--- src/rtl/rf_pkg.sv ---
// Shared defaults and types for the reg_file_sb register file and its read ports.
package rf_pkg;

    localparam int          DATA_W_DEF    = 32;
    localparam int          NUM_REGS_DEF  = 32;
    localparam logic [31:0] RESET_VAL_DEF = 32'h0000_0001;
    localparam int          ZERO_REG      = 0;

    typedef logic [$clog2(NUM_REGS_DEF)-1:0] rf_addr_t;

endpackage

--- src/rtl/reg_file_sb_if.sv ---
// Bus bundle for reg_file_sb: write port, two read ports and scoreboard set port.
interface reg_file_sb_if #(
    parameter int DATA_W   = rf_pkg::DATA_W_DEF,
    parameter int NUM_REGS = rf_pkg::NUM_REGS_DEF,
    parameter int ADDR_W   = $clog2(NUM_REGS)
);

    logic                Enable;
    logic                RegWrEn;
    logic [ADDR_W-1:0]   WrAddr;
    logic [DATA_W-1:0]   WriteData;
    logic [ADDR_W-1:0]   RdAddrA;
    logic [ADDR_W-1:0]   RdAddrB;
    logic [DATA_W-1:0]   RdDataA;
    logic [DATA_W-1:0]   RdDataB;
    logic                RdBusyA;
    logic                RdBusyB;
    logic                SbSetEn;
    logic [ADDR_W-1:0]   SbSetAddr;
    logic [NUM_REGS-1:0] BusyVec;

    modport master (
        output Enable, RegWrEn, WrAddr, WriteData, RdAddrA, RdAddrB, SbSetEn, SbSetAddr,
        input  RdDataA, RdDataB, RdBusyA, RdBusyB, BusyVec
    );

    modport slave (
        input  Enable, RegWrEn, WrAddr, WriteData, RdAddrA, RdAddrB, SbSetEn, SbSetAddr,
        output RdDataA, RdDataB, RdBusyA, RdBusyB, BusyVec
    );

endinterface

--- src/rtl/rf_read_port.sv ---
// One combinational read port: zero-register masking, busy lookup and, when
// REGFILE_BYPASS_EN is defined, same-cycle write-data forwarding.
module rf_read_port
    import rf_pkg::*;
#(
    parameter int DATA_W   = DATA_W_DEF,
    parameter int NUM_REGS = NUM_REGS_DEF,
    parameter int ADDR_W   = $clog2(NUM_REGS)
) (
    input  logic [ADDR_W-1:0]                rd_addr,
    input  logic [NUM_REGS-1:0][DATA_W-1:0]  entries,
    input  logic [NUM_REGS-1:0]              busy_vec,
    input  logic                             wr_fire,
    input  logic [ADDR_W-1:0]                wr_addr,
    input  logic [DATA_W-1:0]                wr_data,
    input  logic                             sb_set_en,
    input  logic [ADDR_W-1:0]                sb_set_addr,
    output logic [DATA_W-1:0]                rd_data,
    output logic                             rd_busy
);

    logic              is_zero;
    logic [DATA_W-1:0] stored;

    assign is_zero = (rd_addr == ADDR_W'(ZERO_REG));
    assign stored  = is_zero ? '0 : entries[rd_addr];

`ifdef REGFILE_BYPASS_EN
    logic hit;

    // wr_fire already excludes entry 0, so a hit never forwards into the zero register
    assign hit     = wr_fire && (rd_addr == wr_addr);
    assign rd_data = hit ? wr_data : stored;
    assign rd_busy = hit ? (sb_set_en && (sb_set_addr == rd_addr)) : busy_vec[rd_addr];
`else
    logic unused_bypass;

    assign unused_bypass = ^{wr_fire, wr_addr, wr_data, sb_set_en, sb_set_addr};
    assign rd_data       = stored;
    assign rd_busy       = busy_vec[rd_addr];
`endif

endmodule

--- src/rtl/reg_file_sb.sv ---
// Register file with hardwired-zero entry 0, two read ports, one write port and a
// per-entry busy scoreboard. Optional same-cycle forwarding via REGFILE_BYPASS_EN.
module reg_file_sb
    import rf_pkg::*;
#(
    parameter int                DATA_W    = DATA_W_DEF,
    parameter int                NUM_REGS  = NUM_REGS_DEF,
    parameter int                ADDR_W    = $clog2(NUM_REGS),
    parameter logic [DATA_W-1:0] RESET_VAL = DATA_W'(RESET_VAL_DEF)
) (
    input  logic          Clk,
    input  logic          Reset_,
    reg_file_sb_if.slave  bus
);

    logic [DATA_W-1:0]               mem [1:NUM_REGS-1];
    logic [NUM_REGS-1:1]             busy_q;
    logic [NUM_REGS-1:0][DATA_W-1:0] entries;
    logic [NUM_REGS-1:0]             busy_vec;
    logic                            wr_fire;

    assign wr_fire  = bus.Enable && bus.RegWrEn && (bus.WrAddr != ADDR_W'(ZERO_REG));
    assign busy_vec = {busy_q, 1'b0};
    assign bus.BusyVec = busy_vec;

    always_ff @(posedge Clk or negedge Reset_) begin
        if (!Reset_) begin
            for (int i = 1; i < NUM_REGS; i++) begin
                mem[i] <= RESET_VAL;
            end
        end else begin
            for (int i = 1; i < NUM_REGS; i++) begin
                if (wr_fire && (bus.WrAddr == ADDR_W'(i))) begin
                    mem[i] <= bus.WriteData;
                end
            end
        end
    end

    // A new producer issued in the same cycle the old one retires keeps the entry busy
    always_ff @(posedge Clk or negedge Reset_) begin
        if (!Reset_) begin
            busy_q <= '0;
        end else if (bus.Enable) begin
            for (int i = 1; i < NUM_REGS; i++) begin
                if (bus.SbSetEn && (bus.SbSetAddr == ADDR_W'(i))) begin
                    busy_q[i] <= 1'b1;
                end else if (bus.RegWrEn && (bus.WrAddr == ADDR_W'(i))) begin
                    busy_q[i] <= 1'b0;
                end
            end
        end
    end

    always_comb begin
        entries[0] = '0;
        for (int i = 1; i < NUM_REGS; i++) begin
            entries[i] = mem[i];
        end
    end

    rf_read_port #(
        .DATA_W   (DATA_W),
        .NUM_REGS (NUM_REGS),
        .ADDR_W   (ADDR_W)
    ) u_port_a (
        .rd_addr     (bus.RdAddrA),
        .entries     (entries),
        .busy_vec    (busy_vec),
        .wr_fire     (wr_fire),
        .wr_addr     (bus.WrAddr),
        .wr_data     (bus.WriteData),
        .sb_set_en   (bus.SbSetEn),
        .sb_set_addr (bus.SbSetAddr),
        .rd_data     (bus.RdDataA),
        .rd_busy     (bus.RdBusyA)
    );

    rf_read_port #(
        .DATA_W   (DATA_W),
        .NUM_REGS (NUM_REGS),
        .ADDR_W   (ADDR_W)
    ) u_port_b (
        .rd_addr     (bus.RdAddrB),
        .entries     (entries),
        .busy_vec    (busy_vec),
        .wr_fire     (wr_fire),
        .wr_addr     (bus.WrAddr),
        .wr_data     (bus.WriteData),
        .sb_set_en   (bus.SbSetEn),
        .sb_set_addr (bus.SbSetAddr),
        .rd_data     (bus.RdDataB),
        .rd_busy     (bus.RdBusyB)
    );

endmodule

--- src/flat_wrapper.sv ---
// flat-port wrapper written by rule: the top's interface ports become plain ports
module reg_file_sb_flat import rf_pkg::*;
#(
    parameter int                DATA_W    = DATA_W_DEF,
    parameter int                NUM_REGS  = NUM_REGS_DEF,
    parameter int                ADDR_W    = $clog2(NUM_REGS),
    parameter logic [DATA_W-1:0] RESET_VAL = DATA_W'(RESET_VAL_DEF)
)
  (Clk, Reset_, bus_Enable, bus_RegWrEn, bus_WrAddr, bus_WriteData, bus_RdAddrA, bus_RdAddrB, bus_SbSetEn, bus_SbSetAddr, bus_RdDataA, bus_RdDataB, bus_RdBusyA, bus_RdBusyB, bus_BusyVec);
  reg_file_sb_if #(.DATA_W(DATA_W), .NUM_REGS(NUM_REGS), .ADDR_W(ADDR_W)) bus_i ();
  input  logic Clk;
  input  logic Reset_;
  input wire logic [$bits(bus_i.Enable)-1:0] bus_Enable;
  input wire logic [$bits(bus_i.RegWrEn)-1:0] bus_RegWrEn;
  input wire logic [$bits(bus_i.WrAddr)-1:0] bus_WrAddr;
  input wire logic [$bits(bus_i.WriteData)-1:0] bus_WriteData;
  input wire logic [$bits(bus_i.RdAddrA)-1:0] bus_RdAddrA;
  input wire logic [$bits(bus_i.RdAddrB)-1:0] bus_RdAddrB;
  input wire logic [$bits(bus_i.SbSetEn)-1:0] bus_SbSetEn;
  input wire logic [$bits(bus_i.SbSetAddr)-1:0] bus_SbSetAddr;
  output wire logic [$bits(bus_i.RdDataA)-1:0] bus_RdDataA;
  output wire logic [$bits(bus_i.RdDataB)-1:0] bus_RdDataB;
  output wire logic [$bits(bus_i.RdBusyA)-1:0] bus_RdBusyA;
  output wire logic [$bits(bus_i.RdBusyB)-1:0] bus_RdBusyB;
  output wire logic [$bits(bus_i.BusyVec)-1:0] bus_BusyVec;
  assign bus_i.Enable = bus_Enable;
  assign bus_i.RegWrEn = bus_RegWrEn;
  assign bus_i.WrAddr = bus_WrAddr;
  assign bus_i.WriteData = bus_WriteData;
  assign bus_i.RdAddrA = bus_RdAddrA;
  assign bus_i.RdAddrB = bus_RdAddrB;
  assign bus_i.SbSetEn = bus_SbSetEn;
  assign bus_i.SbSetAddr = bus_SbSetAddr;
  assign bus_RdDataA = bus_i.RdDataA;
  assign bus_RdDataB = bus_i.RdDataB;
  assign bus_RdBusyA = bus_i.RdBusyA;
  assign bus_RdBusyB = bus_i.RdBusyB;
  assign bus_BusyVec = bus_i.BusyVec;
  reg_file_sb #(.DATA_W(DATA_W), .NUM_REGS(NUM_REGS), .ADDR_W(ADDR_W), .RESET_VAL(RESET_VAL)) u_core (.Clk(Clk), .Reset_(Reset_), .bus(bus_i));
endmodule
--- config.mk ---
export PLATFORM = sky130hd
export DESIGN_NAME = reg_file_sb_flat
export DESIGN_NICKNAME = d
export VERILOG_FILES = /design/src/rtl/rf_pkg.sv /design/src/rtl/reg_file_sb_if.sv /design/src/rtl/rf_read_port.sv /design/src/rtl/reg_file_sb.sv /design/src/flat_wrapper.sv
export SDC_FILE = /design/constraint.sdc
export NUM_CORES = 2
export LEC_CHECK = 0
export ABC_AREA = 0
export BUFFER_PORTS_ARGS = -buffer_cell sky130_fd_sc_hd__buf_2
export CORE_MARGIN = 5
export CORE_UTILIZATION = 43
export DETAILED_ROUTE_END_ITERATION = 8
export GPL_ROUTABILITY_DRIVEN = 1
export PLACE_DENSITY_LB_ADDON = 0.08
export SYNTH_ARGS = -nofsm -noshare
export SYNTH_HDL_FRONTEND = slang
export SYNTH_SLANG_ARGS = --single-unit
--- constraint.sdc ---
create_clock -name Clk -period 4.1 [get_ports Clk]
set_input_delay 0.41 -clock Clk [delete_from_list [all_inputs] [get_ports Clk]]
set_output_delay 0.41 -clock Clk [all_outputs]
set_load 0.03 [all_outputs]
; ---- After elaboration in Yosys (flattened, before gate mapping)
; Cells that the tools add are included.
[word_totals]
ff_bits = 1023
in_bits = 57
output_inout_bits = 98
word_cells = 358
[op_classes]
magnitude_cmp = 2
n_eq_ne = 62
mux = 72
n_reduce_logical = 160
[ops]
columns = op, n
row1 = 32-bit binary-select mux with 5-bit select, 2
row2 = 5-bit == test (second input constant), 32
row3 = 32-bit two-way mux, 4
row4 = 1-bit logical AND, 95
row5 = 5-bit by 4-bit == test with 1-bit output (second input constant), 16
row6 = 1-bit two-way mux, 64
row7 = 2-bit AND reduction, 31
row8 = 2-bit nonzero test, 31
row9 = 5-bit by 3-bit == test with 1-bit output (second input constant), 8
row10 = 5-bit by 2-bit == test with 1-bit output (second input constant), 4
row11 = 5-bit by 6-bit less-than comparator with 1-bit output (second input constant), 2
row12 = 1-bit binary-select mux with 5-bit select, 2
row13 = 5-bit by 1-bit == test with 1-bit output (second input constant), 2
row14 = 5-bit logical NOT, 2
row15 = 5-bit nonzero test, 1

; ---- Depth between registers and ports, before layout
[depth]
depth_word = 4
depth_mapped = 8
mapped_depth_nobuf = 4

; ---- Hierarchy
; From an unflattened synthesis, not the netlist that was laid out.
[unflattened]
cells_unflattened = 3686
area_unflattened_um2 = 55314.3
[by_module_without_submodules]
columns = mod, n_inst, cells_per_inst, area_per_inst_um2, seq_area_each_um2
row1 = reg_file_sb, 1, 2332, 38528.2, 25638.3
row2 = rf_read_port, 2, 677, 8393.0, 0.0

; ---- Least setup slack after synthesis
; OpenSTA, ideal clock, no wires.
[synth_path]
kind = input to output
from = input port bus_RdAddrB[0]
to = output port bus_RdBusyB
arrival_time_ps = 2339
required_time_ps = 3690
slack_ps = 1351
cell_stages = 6
path_buffers = 3
cell_sequence = buf_2 > buf_4 > buf_4 > mux4_2 > a211o_1 > a31oi_1
[synth_between]
elab_chain_len = 2
[synth_lines]
columns = item, line
row1 = start: declaration, flat_wrapper.sv:18  ; input wire logic [$bits(bus_i.RdAddrB)-1:0] bus_RdAddrB;
row2 = 1-bit binary-select mux with 5-bit select, rf_read_port.sv:40  ; assign rd_busy = busy_vec[rd_addr];
row3 = 1-bit two-way mux (not written as such), rf_read_port.sv:40
row4 = end: declaration, flat_wrapper.sv:24  ; output wire logic [$bits(bus_i.RdBusyB)-1:0] bus_RdBusyB;
; Every way passes these cells. The select of a mux whose other input is x is not followed.

; ---- Worst setup path in the final report
[layout_path]
from = input port bus_RdAddrA[0]
to = output port bus_RdDataA[6]
[layout_between]
elab_chain_len = 3
word_cells_on_any_way = 4
cone_classes = mux (3) / reduce/logical (1)
[layout_lines]
columns = item, line
row1 = start: declaration, flat_wrapper.sv:17  ; input wire logic [$bits(bus_i.RdAddrA)-1:0] bus_RdAddrA;
row2 = 32-bit binary-select mux with 5-bit select, rf_read_port.sv:26  ; assign stored = is_zero ? '0 : entries[rd_addr];
row3 = 32-bit two-way mux (not written as such), rf_read_port.sv:26
row4 = 32-bit two-way mux (*), rf_read_port.sv:26
row5 = end: declaration, flat_wrapper.sv:21  ; output wire logic [$bits(bus_i.RdDataA)-1:0] bus_RdDataA;
; Mark *: on every way between the ends. The rest lies on a longest branch, timed or not. The select of a mux whose other input is x is not followed.

==> out/results.ini <==
[outcome]
status = completed

[setup_path]
worstPathArrival_ns = 2.85
critPathMaxFanout = 64
critPathLaunchType = primary input
crit_required_ns = 3.69
criticalPathCategory = in2out
end_kind = output pin

[placement]
placed_area_sq_um = 58000
pre_cts_slack_ns = 0.774
dpl.hpwl_mm = 113
gp_routability_congestion = 0.816
io_buffers = 153

[floorplan]
start_util_pct = 43.4
die-area_sq_um = 134000
die_w_um = 367
io_pins = 155
coreArea_sq_um = 126000
die_h_um = 367
rows = 130

[pwr]
power_switching_mw = 7.82
power_frac_seq_pct = 44.3
p_leak_nw = 27.6
p_clk_share_pct = 37.5
p_comb_share_pct = 18.1
p_sw_share_pct = 27.6
power.internal_mw = 20.5
peakVddDrop_mv = 0.335
p_per_area_nw_per_um2 = 458

[timing]
fin_worst_skew_ns = 0
worst_slack_ns = 0.837
max_freq_mhz = 307
setup_tns_ns = 0
rsz0062_at_grt = false
hold_violations = 0
tightest_slew_ns = 1.20
max_slew_margin_pct = 20.0
fin_crit_sh_pct = 79.6
slew_violations = 0
period_needed_ns = 3.26
fin_hold_ws_ns = 0.101
setup_viol = 0

[synth]
ys_types = 45
yosysWarningCount = 0
synth-async-reset-ratio_pct = 100
synth_edf_count = 0
avgSynthCellArea_sq_um = 14.8
synth_seq_cells = 1023
syn_inst = 3691
syn_area_sq_um = 54700
synth_top_flop_cell = dfrtp_1
synthesis.nets = 3748
seq_area_frac_synth_pct = 46.9

[final_layout]
nets = 3771
layout_common_cells = mux2_2, dfrtp_1, mux4_2
final_area_sq_um = 61900
final_common_cell = mux2_2
area_delta_synth_final_pct = 13.3
drive_above_1_share_pct = 53.5

[global_route]
grt_overflow = 0
grt_use_total_pct = 28.5
grt_pass1_wl_mm = 282
grt_pass1_vias = 39000
grt_start_max_net_pins = 137
antenna_found_initial = 12

[clock_network]
cts.sinks = 1023
cts-root-buf = clkbuf_16
hold_buffers = 4
cts_tree = done
insertion_delay_ns = 0.72
htree_levels = 3
cts_resized = 0
clockBufferDepth = 3
numCtsBuffers = 116
cts_setup_buffers = 0
cts.reportedPaths.clkPinSlew_ns = 0.06

[route]
drtIter0Drc = 3293
ant_nets = 0
routed_wl_mm = 193
wire_per_inst_um = 35.3
drt_pass1_iterations = 5
viasPerCell = 6.63
num_vias = 36200
route.detailed.drc = 0

[run]
drv_cap = 0

[min_path]
holdCritPathClass = in2reg

[registers in the layout, summed over array words and instances (netlist names)]
name and cells:
u_core.busy_q 31, u_core.entries 992
[cell usage after synthesis, types with 2 or more instances]
| library cell | n | area (sq um) |
|---|---|---|
| o31a_1 | 31 | 272 |
| nor3_2 | 2 | 20.0 |
| dfrtp_1 | 992 | 24800 |
| and2_0 | 2 | 12.5 |
| nand2_1 | 32 | 120 |
| o21ai_0 | 14 | 70.1 |
| nand3_1 | 7 | 35.0 |
| or3_1 | 3 | 18.8 |
| o211ai_1 | 30 | 225 |
| and2_1 | 3 | 18.8 |
| dfstp_2 | 31 | 815 |
| a32oi_1 | 30 | 263 |
| o2bb2ai_1 | 3 | 26.3 |
| clkbuf_1 | 172 | 646 |
| a31oi_1 | 3 | 18.8 |
| nor3b_2 | 2 | 25.0 |
| o32ai_1 | 5 | 43.8 |
| a221o_1 | 30 | 300 |
| mux4_2 | 402 | 9050 |
| a221oi_1 | 35 | 307 |
| nor2b_1 | 42 | 263 |
| nand2b_1 | 8 | 50.1 |
| nor3_1 | 31 | 155 |
| a22oi_1 | 124 | 931 |
| buf_4 | 10 | 75.1 |
| nor2_1 | 30 | 113 |
| buf_1 | 53 | 199 |
| and3_1 | 32 | 200 |
| o22ai_1 | 5 | 31.3 |
| buf_2 | 170 | 851 |
| a22o_1 | 8 | 70.1 |
| o221ai_1 | 31 | 272 |
| inv_1 | 23 | 86.3 |
| mux2i_1 | 221 | 2210 |
| mux2_2 | 1064 | 12000 |
[layer usage]
layer | share of wire [%] | track usage (%) | up-vias
met5 | 0.0067 | 0 | -
met4 | 3.6 | 10.1 | 2
met3 | 6.9 | 5.38 | 384
met2 | 48 | 46.1 | 1500
met1 | 42 | 38.7 | 19900
li1 | - | - | 14400
[worst paths after layout]
kind	start	endpoint	slack, ns	depth (start not counted)
max	bus_RdAddrA[0]	bus_RdDataA[6]	0.84	6
min reg2reg	u_core.entries[988]	u_core.entries[988]	0.52	1
max in group asynchronous	Reset_	u_core.entries[616]	2.43	3
min	bus_SbSetAddr[4]	u_core.busy_q[29]	0.10	3
max reg2reg	u_core.busy_q[1]	u_core.busy_q[1]	2.83	3
min in group asynchronous	Reset_	u_core.entries[795]	0.28	2
[cell type report]
type | instances | area, sq um
Clock buffer | 178 | 3530
Clock inverter | 31 | 343
Sequential cell | 1023 | 25600
Timing Repair Buffer | 311 | 2780
Inverter | 23 | 88.8
Antenna cell | 9 | 22.5
Fill cell | 10600 | 64100
Multi-Input combinational cell | 2239 | 27500
Tap cell | 1650 | 2060
[power groups by stage]
stage	logic (mW)	clock network [mW]	registers [mW]
floorplan	3.64	0	12.4
global placement	5.03	0	12.6
detailed placement	5.15	0	12.7
CTS	5.18	10.8	12.5
global route	5.51	11.3	12.7
finish	5.14	10.6	12.6
[logic make-up (layout without fill, tap and decap cells)]
kind of cell	count (synthesis)	after routing	share of synthesized area (%)
DFF	1023	1023	46.9
AOI/OAI and AO/OA	354	354	5.25
and+or+nand+nor	197	197	1.93
buffers and inverters	429	543	3.42
muxes	1687	1687	42.5
other	1	10	0.00686
[worst max-delay path: stages]
cell and delay (ns):
buf_8 0.58, buf_12 0.38, mux4_2 0.54, a22oi_1 0.39, a32oi_1 0.22, buf_2 0.23
[per-stage QoR]
step,std cells,utilization [%],power (mW)
finish,5464,49.1,28.3
global route,5456,49.1,29.5
CTS,5455,49.1,28.5
detailed placement,5242,46.0,17.8
global placement,5242,46.0,17.6
floorplan,3691,-,16.1
Note: power is estimated with default switching activity, not from simulation.
